[src/rtl/vscale_lsu_if.sv]
// Bundle of pipeline request/response and data-memory channel signals for vscale_lsu.
// The slave modport is the LSU's view; master is the view of whatever drives it.
interface vscale_lsu_if #(
    parameter int XLEN  = 32,
    parameter int TAG_W = 5
);
    logic              req_valid;
    logic              req_ready;
    logic              req_wen;
    logic [2:0]        req_type;
    logic [XLEN-1:0]   req_addr;
    logic [XLEN-1:0]   req_wdata;
    logic [TAG_W-1:0]  req_tag;

    logic              mem_req_valid;
    logic              mem_req_ready;
    logic              mem_req_wen;
    logic [XLEN-1:0]   mem_req_addr;
    logic [XLEN-1:0]   mem_req_wdata;
    logic [XLEN/8-1:0] mem_req_wmask;
    logic              mem_resp_valid;
    logic [XLEN-1:0]   mem_resp_rdata;
    logic              mem_resp_err;

    logic              resp_valid;
    logic [XLEN-1:0]   resp_data;
    logic [TAG_W-1:0]  resp_tag;
    logic              resp_wen;
    logic [1:0]        resp_err;
    logic              unexp_resp;

    modport slave (
        input  req_valid, req_wen, req_type, req_addr, req_wdata, req_tag,
        output req_ready,
        output mem_req_valid, mem_req_wen, mem_req_addr, mem_req_wdata, mem_req_wmask,
        input  mem_req_ready, mem_resp_valid, mem_resp_rdata, mem_resp_err,
        output resp_valid, resp_data, resp_tag, resp_wen, resp_err, unexp_resp
    );

    modport master (
        output req_valid, req_wen, req_type, req_addr, req_wdata, req_tag,
        input  req_ready,
        input  mem_req_valid, mem_req_wen, mem_req_addr, mem_req_wdata, mem_req_wmask,
        output mem_req_ready, mem_resp_valid, mem_resp_rdata, mem_resp_err,
        input  resp_valid, resp_data, resp_tag, resp_wen, resp_err, unexp_resp
    );
endinterface

[src/rtl/vscale_lsu.sv]
// Load/store unit: issues aligned accesses to data memory, tracks up to DEPTH in-flight
// requests in program order and returns extended load data / store acks with fault status.
module vscale_lsu #(
    parameter int XLEN  = 32,
    parameter int DEPTH = 4,
    parameter int TAG_W = 5
) (
    input  logic        clk,
    input  logic        reset,
    vscale_lsu_if.slave bus
);
    localparam int NB    = XLEN / 8;
    localparam int OFF_W = $clog2(NB);
    localparam int PTR_W = $clog2(DEPTH);
    localparam int CNT_W = PTR_W + 1;

    // Sizes that do not exist at this XLEN are folded into the misaligned path.
    function automatic logic f_misal(input logic [2:0] typ, input logic [2:0] lo);
        logic m;
        m = 1'b1;
        case (typ)
            3'd0, 3'd4: m = 1'b0;
            3'd1, 3'd5: m = lo[0];
            3'd2:       m = |lo[1:0];
            3'd3:       m = (XLEN == 64) ? |lo[2:0] : 1'b1;
            3'd6:       m = (XLEN == 64) ? |lo[1:0] : 1'b1;
            default:    m = 1'b1;
        endcase
        return m;
    endfunction

    function automatic logic [XLEN-1:0] f_wdata(input logic [1:0] sz, input logic [XLEN-1:0] d);
        logic [XLEN-1:0] r;
        case (sz)
            2'd0:    r = {NB{d[7:0]}};
            2'd1:    r = {(NB/2){d[15:0]}};
            2'd2:    r = {(XLEN/32){d[31:0]}};
            default: r = d;
        endcase
        return r;
    endfunction

    function automatic logic [NB-1:0] f_wmask(input logic [1:0] sz, input logic [OFF_W-1:0] lo);
        logic [NB-1:0] base;
        case (sz)
            2'd0:    base = NB'(1);
            2'd1:    base = NB'(3);
            2'd2:    base = NB'(15);
            default: base = '1;
        endcase
        return base << lo;
    endfunction

    function automatic logic [XLEN-1:0] f_extend(input logic [2:0] typ, input logic [OFF_W-1:0] lo,
                                                 input logic [XLEN-1:0] rdata);
        logic [XLEN-1:0] sh;
        logic [XLEN-1:0] r;
        logic            s;
        int              w;
        sh = rdata >> {lo, 3'b000};
        r  = '0;
        case (typ[1:0])
            2'd0:    begin w = 8;    s = sh[7];      end
            2'd1:    begin w = 16;   s = sh[15];     end
            2'd2:    begin w = 32;   s = sh[31];     end
            default: begin w = XLEN; s = sh[XLEN-1]; end
        endcase
        for (int i = 0; i < XLEN; i++) begin
            r[i] = (i < w) ? sh[i] : (s & ~typ[2]);
        end
        return r;
    endfunction

    logic [DEPTH-1:0]  r_q_wen;
    logic [DEPTH-1:0]  r_q_misal;
    logic [2:0]        r_q_type [DEPTH];
    logic [OFF_W-1:0]  r_q_lo   [DEPTH];
    logic [TAG_W-1:0]  r_q_tag  [DEPTH];

    logic [PTR_W-1:0]  r_wr_ptr;
    logic [PTR_W-1:0]  r_rd_ptr;
    logic [CNT_W-1:0]  r_count;

    logic              r_resp_valid;
    logic [XLEN-1:0]   r_resp_data;
    logic [TAG_W-1:0]  r_resp_tag;
    logic              r_resp_wen;
    logic [1:0]        r_resp_err;
    logic              r_unexp;

    logic              w_full;
    logic              w_empty;
    logic              w_req_misal;
    logic              w_push;
    logic              w_head_misal;
    logic              w_pop;
    logic              w_unexp;
    logic [XLEN-1:0]   w_resp_data;
    logic [1:0]        w_resp_err;

    assign w_full      = (r_count == CNT_W'(DEPTH));
    assign w_empty     = (r_count == '0);
    assign w_req_misal = f_misal(bus.req_type, bus.req_addr[2:0]);

    // Misaligned requests never touch memory, so they do not wait on mem_req_ready.
    assign bus.req_ready     = !w_full && (w_req_misal || bus.mem_req_ready);
    assign bus.mem_req_valid = bus.req_valid && !w_req_misal && !w_full;
    assign bus.mem_req_wen   = bus.req_wen;
    assign bus.mem_req_addr  = {bus.req_addr[XLEN-1:OFF_W], {OFF_W{1'b0}}};
    assign bus.mem_req_wdata = f_wdata(bus.req_type[1:0], bus.req_wdata);
    assign bus.mem_req_wmask = f_wmask(bus.req_type[1:0], bus.req_addr[OFF_W-1:0]);

    assign w_push = bus.req_valid && bus.req_ready;

    // A misaligned head retires on its own; a memory response arriving then has no owner.
    assign w_head_misal = !w_empty && r_q_misal[r_rd_ptr];
    assign w_pop        = w_head_misal || (!w_empty && bus.mem_resp_valid);
    assign w_unexp      = bus.mem_resp_valid && (w_empty || r_q_misal[r_rd_ptr]);

    assign w_resp_err  = w_head_misal ? 2'b01 : (bus.mem_resp_err ? 2'b10 : 2'b00);
    assign w_resp_data = (w_head_misal || bus.mem_resp_err || r_q_wen[r_rd_ptr]) ? '0 :
                         f_extend(r_q_type[r_rd_ptr], r_q_lo[r_rd_ptr], bus.mem_resp_rdata);

    always_ff @(posedge clk) begin
        if (w_push) begin
            r_q_wen[r_wr_ptr]   <= bus.req_wen;
            r_q_misal[r_wr_ptr] <= w_req_misal;
            r_q_type[r_wr_ptr]  <= bus.req_type;
            r_q_lo[r_wr_ptr]    <= bus.req_addr[OFF_W-1:0];
            r_q_tag[r_wr_ptr]   <= bus.req_tag;
        end
    end

    // Response stage: one registered cycle after the pop decision.
    always_ff @(posedge clk) begin
        if (reset) begin
            r_wr_ptr     <= '0;
            r_rd_ptr     <= '0;
            r_count      <= '0;
            r_resp_valid <= 1'b0;
            r_resp_data  <= '0;
            r_resp_tag   <= '0;
            r_resp_wen   <= 1'b0;
            r_resp_err   <= 2'b00;
            r_unexp      <= 1'b0;
        end else begin
            if (w_push) begin
                r_wr_ptr <= r_wr_ptr + 1'b1;
            end
            if (w_pop) begin
                r_rd_ptr <= r_rd_ptr + 1'b1;
            end
            r_count      <= r_count + CNT_W'(w_push) - CNT_W'(w_pop);
            r_resp_valid <= w_pop;
            if (w_pop) begin
                r_resp_data <= w_resp_data;
                r_resp_tag  <= r_q_tag[r_rd_ptr];
                r_resp_wen  <= r_q_wen[r_rd_ptr];
                r_resp_err  <= w_resp_err;
            end
            if (w_unexp) begin
                r_unexp <= 1'b1;
            end
        end
    end

    assign bus.resp_valid = r_resp_valid;
    assign bus.resp_data  = r_resp_data;
    assign bus.resp_tag   = r_resp_tag;
    assign bus.resp_wen   = r_resp_wen;
    assign bus.resp_err   = r_resp_err;
    assign bus.unexp_resp = r_unexp;
endmodule

[src/flat_wrapper.sv]
// flat-port wrapper written by rule: the top's interface ports become plain ports
module vscale_lsu_flat 
#(
    parameter int XLEN  = 32,
    parameter int DEPTH = 4,
    parameter int TAG_W = 5
)
  (clk, reset, bus_req_valid, bus_req_wen, bus_req_type, bus_req_addr, bus_req_wdata, bus_req_tag, bus_req_ready, bus_mem_req_valid, bus_mem_req_wen, bus_mem_req_addr, bus_mem_req_wdata, bus_mem_req_wmask, bus_mem_req_ready, bus_mem_resp_valid, bus_mem_resp_rdata, bus_mem_resp_err, bus_resp_valid, bus_resp_data, bus_resp_tag, bus_resp_wen, bus_resp_err, bus_unexp_resp);
  vscale_lsu_if #(.XLEN(XLEN), .TAG_W(TAG_W)) bus_i ();
  input  logic clk;
  input  logic reset;
  input wire logic [$bits(bus_i.req_valid)-1:0] bus_req_valid;
  input wire logic [$bits(bus_i.req_wen)-1:0] bus_req_wen;
  input wire logic [$bits(bus_i.req_type)-1:0] bus_req_type;
  input wire logic [$bits(bus_i.req_addr)-1:0] bus_req_addr;
  input wire logic [$bits(bus_i.req_wdata)-1:0] bus_req_wdata;
  input wire logic [$bits(bus_i.req_tag)-1:0] bus_req_tag;
  output wire logic [$bits(bus_i.req_ready)-1:0] bus_req_ready;
  output wire logic [$bits(bus_i.mem_req_valid)-1:0] bus_mem_req_valid;
  output wire logic [$bits(bus_i.mem_req_wen)-1:0] bus_mem_req_wen;
  output wire logic [$bits(bus_i.mem_req_addr)-1:0] bus_mem_req_addr;
  output wire logic [$bits(bus_i.mem_req_wdata)-1:0] bus_mem_req_wdata;
  output wire logic [$bits(bus_i.mem_req_wmask)-1:0] bus_mem_req_wmask;
  input wire logic [$bits(bus_i.mem_req_ready)-1:0] bus_mem_req_ready;
  input wire logic [$bits(bus_i.mem_resp_valid)-1:0] bus_mem_resp_valid;
  input wire logic [$bits(bus_i.mem_resp_rdata)-1:0] bus_mem_resp_rdata;
  input wire logic [$bits(bus_i.mem_resp_err)-1:0] bus_mem_resp_err;
  output wire logic [$bits(bus_i.resp_valid)-1:0] bus_resp_valid;
  output wire logic [$bits(bus_i.resp_data)-1:0] bus_resp_data;
  output wire logic [$bits(bus_i.resp_tag)-1:0] bus_resp_tag;
  output wire logic [$bits(bus_i.resp_wen)-1:0] bus_resp_wen;
  output wire logic [$bits(bus_i.resp_err)-1:0] bus_resp_err;
  output wire logic [$bits(bus_i.unexp_resp)-1:0] bus_unexp_resp;
  assign bus_i.req_valid = bus_req_valid;
  assign bus_i.req_wen = bus_req_wen;
  assign bus_i.req_type = bus_req_type;
  assign bus_i.req_addr = bus_req_addr;
  assign bus_i.req_wdata = bus_req_wdata;
  assign bus_i.req_tag = bus_req_tag;
  assign bus_req_ready = bus_i.req_ready;
  assign bus_mem_req_valid = bus_i.mem_req_valid;
  assign bus_mem_req_wen = bus_i.mem_req_wen;
  assign bus_mem_req_addr = bus_i.mem_req_addr;
  assign bus_mem_req_wdata = bus_i.mem_req_wdata;
  assign bus_mem_req_wmask = bus_i.mem_req_wmask;
  assign bus_i.mem_req_ready = bus_mem_req_ready;
  assign bus_i.mem_resp_valid = bus_mem_resp_valid;
  assign bus_i.mem_resp_rdata = bus_mem_resp_rdata;
  assign bus_i.mem_resp_err = bus_mem_resp_err;
  assign bus_resp_valid = bus_i.resp_valid;
  assign bus_resp_data = bus_i.resp_data;
  assign bus_resp_tag = bus_i.resp_tag;
  assign bus_resp_wen = bus_i.resp_wen;
  assign bus_resp_err = bus_i.resp_err;
  assign bus_unexp_resp = bus_i.unexp_resp;
  vscale_lsu #(.XLEN(XLEN), .DEPTH(DEPTH), .TAG_W(TAG_W)) u_core (.clk(clk), .reset(reset), .bus(bus_i));
endmodule
[config.mk]
export PLATFORM = sky130hd
export DESIGN_NAME = vscale_lsu_flat
export DESIGN_NICKNAME = d
export VERILOG_FILES = /design/src/rtl/vscale_lsu_if.sv /design/src/rtl/vscale_lsu.sv /design/src/flat_wrapper.sv
export SDC_FILE = /design/constraint.sdc
export NUM_CORES = 1
export LEC_CHECK = 0
export BUFFER_PORTS_ARGS = -buffer_cell sky130_fd_sc_hd__buf_2
export CORE_MARGIN = 10
export CORE_UTILIZATION = 45
export DETAILED_ROUTE_END_ITERATION = 8
export PLACE_DENSITY = 0.84
export SLEW_MARGIN = 20
export SYNTH_ARGS = -nofsm -noshare
export SYNTH_HDL_FRONTEND = slang
export SYNTH_SLANG_ARGS = --single-unit
[constraint.sdc]
create_clock -name clk -period 3.74 [get_ports clk]
set_clock_uncertainty 0.2 [all_clocks]
set_input_delay 0.374 -clock clk [delete_from_list [all_inputs] [get_ports clk]]
set_output_delay 0.374 -clock clk [all_outputs]
set_load 0.01 [all_outputs]
==> results of run 1 <==
final cells by class:
type	count	area (µm²)
Tap cell	140	175
Fill cell	894	4890
Clock inverter	7	103
Clock buffer	9	225
Multi-Input combinational cell	281	2160
Sequential cell	99	2460
Timing Repair Buffer	171	881
Inverter	9	33.8
per-stage QoR:
stage / setup slack [ns] / util (%)
6_report: 0.566 / 55.3
5_1_grt: 0.335 / 55.3
4_1_cts: 0.513 / 55.3
3_5_place_dp: 0.577 / 52.3
3_3_place_gp: 0.741 / 52.3
2_1_floorplan: 0.646 / -
worst max-delay path by stage:
stage                            start                        to  slack (ns)
global placement              register  u_core.bus.resp_data[23]        0.74
global route                  register  u_core.bus.resp_data[28]        0.33
CTS                           register  u_core.bus.resp_data[28]        0.51
finish                        register  u_core.bus.resp_data[28]        0.57
floorplan           u_core.r_rd_ptr[0]         u_core.r_count[2]        0.65
detailed placement            register  u_core.bus.resp_data[26]        0.58
per-layer routing:
layer / up-vias / global-route usage, %
li1: 1865 / -
met1: 1904 / 18.7
met2: 237 / 27.6
met3: 39 / 6.08
met4: 0 / 8.17
met5: - / 0
cell usage after synthesis, types with 4 or more instances:
| master | n | area (µm²) |
|---|---|---|
| dfxtp_1 | 51 | 1020 |
| edfxtp_1 | 48 | 1440 |
| nand2_1 | 45 | 169 |
| buf_4 | 42 | 315 |
| mux2_2 | 33 | 372 |
| nor2_1 | 25 | 93.8 |
| o21ai_0 | 25 | 125 |
| mux2i_1 | 20 | 200 |
| a21oi_1 | 19 | 95.1 |
| a22oi_1 | 18 | 135 |
| a221oi_1 | 15 | 131 |
| clkbuf_1 | 12 | 45.0 |
| mux4_2 | 12 | 270 |
| a211oi_1 | 10 | 75.1 |
| inv_1 | 8 | 30.0 |
| ha_1 | 7 | 87.6 |
| buf_2 | 6 | 30.0 |
| xnor2_1 | 6 | 52.6 |
| and3_1 | 4 | 25.0 |
power by group through the flow:
stage	clock network [mW]	registers (mW)	logic, mW
final	0.986	1.36	1.29
after detailed placement	0	1.38	1.29
after CTS	0.997	1.36	1.30
after global routing	1.05	1.37	1.43
after floorplan	0	1.36	0.977
after global placement	0	1.37	1.24
cells by family (layout without fill, tap and decap cells):
group                    count (synthesis)  in the layout  synth area share (%)
multiplexers                            65             65                  16.6
flip-flops                              99             99                  48.4
adder cells (fa/ha/maj)                  8              8                  2.12
XOR/XNOR                                 9              9                  1.55
AO/OA/AOI/OAI                           96             96                  12.4
other                                    1              2                0.0737
buffers and inverters                   75            196                  9.22
AND/OR/NAND/NOR                        101            101                  9.62
flip-flops by register name, indices dropped and copies added (netlist names), named ones only:
name                   cells
u_core.r_rd_ptr            2
u_core.r_q_wen             4
u_core.bus.resp_wen        1
u_core.bus.resp_valid      1
u_core.r_wr_ptr            2
u_core.bus.unexp_resp      1
u_core.r_q_misal           4
u_core.bus.resp_data      32
u_core.r_count             3
u_core.bus.resp_tag        5
u_core.bus.resp_err        2
u_core.r_q_lo              8
u_core.r_q_type           12
u_core.r_q_tag            20
==> results.json, run 1 <==
{
  "cts_root_buf": "clkbuf_16",
  "insertion_delay_ns": 0.35,
  "slew_viol_final": 0,
  "wl_met2_um": 6390,
  "power.switching_mw": 1.27,
  "final_antenna_net_count": 0,
  "holdBufCountCts": 0,
  "syn_inst": 454,
  "slew_headroom_pct": 53.6,
  "critPathCaptureType": "register",
  "critPathBufInv": 2,
  "die_h_um": 126,
  "area_growth_pct": 18.8,
  "holdCritStartpoint": "bus_req_tag[2]",
  "first_pass_iters": 6,
  "final_common_cell": "buf_2",
  "tns_ns": 0,
  "fin_cells": 716,
  "vias": 4045,
  "clockBufferDepth": 2,
  "synth-edff-count": 48,
  "total_power_mw": 3.64,
  "power_leakage_nw": 2.53,
  "seqPwrFrac_pct": 37.3,
  "ys_seq_area_share_pct": 48.4,
  "cp_data_arrival_time_ns": 3.23,
  "hold_path_class": "primary input to register",
  "crit_family": "simple AND/OR/NAND/NOR gates",
  "ys_seq_elements": 99,
  "routed.top_layer": "met4",
  "place_inst": 700,
  "period_share_pct": 84.9,
  "dp_hpwl_um": 10700,
  "maxCapViolCount": 0,
  "power_density_nw_per_um2": 602,
  "fin_area_um2": 6040,
  "drc": 0,
  "holdPathStages": 1,
  "fp.dieW_um": 126,
  "startpoint_type": "register",
  "grt_pass1_wl_um": 21900,
  "io_pins": 224,
  "crit_path_max_fanout": 10,
  "clk_pin_slew_ns": 0.08,
  "numCtsBuffers": 9,
  "wl_um": 13800,
  "first_global_vias": 4429,
  "power_frac_comb_pct": 35.6,
  "ff2ff_path_depth": 7,
  "worstHoldEndpoint": "u_core.r_q_tag[3][2]",
  "fin_nets": 690,
  "port_buffers": 161,
  "fin_hold_ws_ns": 0.0402,
  "hold_viol_final": 0,
  "ir_drop_uv": 308,
  "core_area_um2": 10900,
  "diodes": 0,
  "routedWlPerCell_um": 19.3,
  "critPathKind": "register to register",
  "gr-total-overflow": 0,
  "rsz0062_at_grt": "no",
  "postSynth.topFlopCell": "dfxtp_1",
  "grt_max_degree": 38,
  "wl_met3_um": 1430,
  "ys_warn_count": 0,
  "switching_share_pct": 35.0,
  "cts_resized": 0,
  "cp_cell_sequence": "mux4_2, nor2_1, buf_4, inv_1, ha_1, or4b_1, a211oi_1",
  "via_per_inst": 5.65,
  "layout_common_cells": "161 x buf_2, 51 x dfxtp_1, 48 x edfxtp_1, 45 x nand2_1, 33 x mux2_2",
  "drtIter0Drc": 309,
  "cts-htree-levels": 3,
  "post-cts-setup-buffers": 0,
  "finalSetupViolations": 0,
  "cts_tree": "built",
  "crit_required_ns": 3.79,
  "wl_met1_um": 5560,
  "status": "completed",
  "crit_cells": 7,
  "worstMarginPinSlew_ns": 0.696,
  "placed_area_um2": 5720,
  "synth_area_um2": 5090,
  "start_util_pct": 46.5,
  "gp_congestion": 0.931,
  "clkSinkCount": 99,
  "avgSynthCellArea_um2": 11.2,
  "fmax_mhz": 315,
  "synth_cell_types": 48,
  "gr-usage-all-layers_pct": 16.7,
  "finalCriticalPeriod_ns": 3.17,
  "drive_gt1_share_pct": 41.1,
  "r2r_end": "u_core.bus.resp_data[28]",
  "async_reset_ff_share_pct": 0,
  "die_area_um2": 16000,
  "rows": 38,
  "cellInternalPower_mw": 2.36,
  "clockPowerShare_pct": 27.1,
  "antenna_found_initial": 0,
  "slowest_stage": "or4b_1",
  "slowest_delay_ns": 0.71,
  "ff2ff_setup_slack_ns": 0.57
}
Note: power is estimated with default switching activity, not from simulation.
==> run 2, diff against run 1 <==
==> constraint.sdc (replaced) <==
create_clock -name clk -period 3 [get_ports clk]
set_clock_uncertainty 0.2 [all_clocks]
set_input_delay 0.3 -clock clk [delete_from_list [all_inputs] [get_ports clk]]
set_output_delay 0.3 -clock clk [all_outputs]
set_load 0.01 [all_outputs]
==> run 2 against run 1 <==
  * Via count increased by 3.4%
  * Non-clock buffer count is 12 higher
  * Sequential power grew 24%
  * Flip-flop and latch count unchanged
  * Clock power up 19%
  * Global-route usage is 0.094 points higher
  * Critical path depth grew 3
  * Fmax increased by 12%
  * Critical endpoint is now u_core.r_count[2]
==> results.json, run 2 (synthesized netlist as in run 1, its figures left out) <==
{
  "first_pass_iters": 5,
  "cts-htree-levels": 3,
  "worstMarginPinSlew_ns": 0.682,
  "cp_cell_sequence": "mux4_2, o21ai_4, clkinv_2, ha_1, inv_1, ha_1, fa_1, xnor2_1, xnor2_1, nor2_1",
  "rows": 38,
  "dp_hpwl_um": 10900,
  "clockBufferDepth": 2,
  "total_power_mw": 4.54,
  "clkSinkCount": 99,
  "fin_hold_ws_ns": 0.0114,
  "hold_path_class": "primary input to register",
  "drc": 0,
  "via_per_inst": 5.74,
  "critPathKind": "register to register",
  "critPathCaptureType": "register",
  "hold_viol_final": 0,
  "cts_root_buf": "clkbuf_16",
  "fp.dieW_um": 126,
  "numCtsBuffers": 9,
  "r2r_start": "u_core.r_rd_ptr[0]",
  "fin_nets": 702,
  "diodes": 0,
  "cts_tree": "built",
  "die_h_um": 126,
  "core_area_um2": 10900,
  "final_antenna_net_count": 0,
  "routedWlPerCell_um": 19.3,
  "maxCapViolCount": 0,
  "crit_required_ns": 3.02,
  "start_util_pct": 46.5,
  "ir_drop_uv": 403,
  "worstSetupStartpoint": "u_core.r_rd_ptr[0]",
  "period_share_pct": 94.5,
  "drtIter0Drc": 423,
  "ff2ff_path_depth": 10,
  "slew_viol_final": 0,
  "rsz0062_at_grt": "no",
  "grt_max_degree": 35,
  "largest_reg_flops": 32,
  "insertion_delay_ns": 0.35,
  "gr-usage-all-layers_pct": 16.8,
  "fin_area_um2": 6150,
  "grt_pass1_wl_um": 22200,
  "r2r_end": "u_core.r_count[2]",
  "finalSetupViolations": 0,
  "first_global_vias": 4384,
  "power_leakage_nw": 2.59,
  "startpoint_type": "register",
  "slew_headroom_pct": 54.5,
  "gp_congestion": 0.974,
  "io_pins": 224,
  "layout_common_cells": "161 x buf_2, 49 x dfxtp_1, 48 x edfxtp_1, 45 x nand2_1, 33 x mux2_2",
  "fillers": 895,
  "slowest_delay_ns": 0.60,
  "seq_area_um2": 2460,
  "antenna_found_initial": 0,
  "finalCriticalPeriod_ns": 2.83,
  "port_buffers": 161,
  "crit_path_max_fanout": 6,
  "area_growth_pct": 20.9,
  "setup.worst_path.end": "u_core.r_count[2]",
  "ff2ff_setup_slack_ns": 0.17,
  "wl_um": 14000,
  "fmax_mhz": 353,
  "gr-total-overflow": 0,
  "power_density_nw_per_um2": 738,
  "finish.utilization_pct": 56.2,
  "tns_ns": 0,
  "placed_area_um2": 5770,
  "slowest_stage": "mux4_2",
  "drive_gt1_share_pct": 41.8,
  "multiInputGateArea_um2": 2170,
  "cp_data_arrival_time_ns": 2.86,
  "die_area_um2": 16000,
  "vias": 4182,
  "final_common_cell": "buf_2",
  "clk_pin_slew_ns": 0.07,
  "status": "completed"
}
==> run 2: changes by cell type in the layout (fill, tap and decap cells not counted), moves of 2 or more <==
| cell | delta |
|---|---|
| dfxtp_1 | -2 |
| dlygate4sd3_1 | +6 |
| dfxtp_2 | +2 |
| buf_4 | +6 |
==> run 2: how the worst min path moves through the flow <==
stage | from | endpoint | depth (start not counted) | slack, ns
after global routing | bus_req_type[2] | u_core.r_q_type[0][2] | 1 | 0.01
after global placement | u_core.bus.unexp_resp | u_core.bus.unexp_resp | 2 | 0.24
final | bus_req_type[2] | u_core.r_q_type[0][2] | 1 | 0.01
after CTS | bus_req_type[2] | u_core.r_q_type[0][2] | 1 | 0.006
after floorplan | bus_req_addr[0] | u_core.r_q_lo[0][0] | 0 | 0.20
after detailed placement | u_core.bus.unexp_resp | u_core.bus.unexp_resp | 2 | 0.24
==> run 2: area by class of cell <==
class / count / area share (%)
Clock buffer: 9 / 3.66
Clock inverter: 7 / 1.45
Inverter: 9 / 0.570
Multi-Input combinational cell: 281 / 35.3
Sequential cell: 99 / 40.1
Tap cell: 140 / 2.85
Timing Repair Buffer: 183 / 16.0
==> run 2: power by group <==
group          leakage [nW]  switching [mW]  internal [mW]
logic                  1.58           0.948          0.731
clock network         0.152           0.570          0.600
registers             0.853           0.111           1.58
total                  2.59            1.63           2.91
==> run 2: metrics by stage <==
stage / instances / setup WS [ns]
6_report: 728 / 0.166
5_1_grt: 728 / 0.0286
4_1_cts: 728 / 0.0624
3_5_place_dp: 706 / 0.0696
3_3_place_gp: 706 / 0.187
2_1_floorplan: 455 / 0.0381
==> run 2: worst max-delay path, delay by kind of cell, from the launching register on <==
| kind | cells | cell delay [ns] |
|---|---|---|
| compound gates | 1 | 0.17 |
| xor+xnor | 2 | 0.33 |
| fa+ha+maj | 3 | 0.89 |
| buf+inv | 2 | 0.12 |
| flops | 1 | 0.35 |
| mux | 1 | 0.60 |
| simple gates | 1 | 0.05 |
==> run 2: layer usage <==
metal	GRT usage (%)	part of all wire, %	vias to the layer above
li1	-	-	1894
met1	19.3	40	2001
met2	28.5	48	264
met3	6.08	10	23
met4	5.29	1.9	0
met5	0	0	-
==> run 2: timing repair <==
item	in CTS	in global routing
gates resized for setup	0	2
setup endpoints to repair	0	16
hold buffers	6	0
buffers inserted	0	0
hold endpoints to repair	24	0
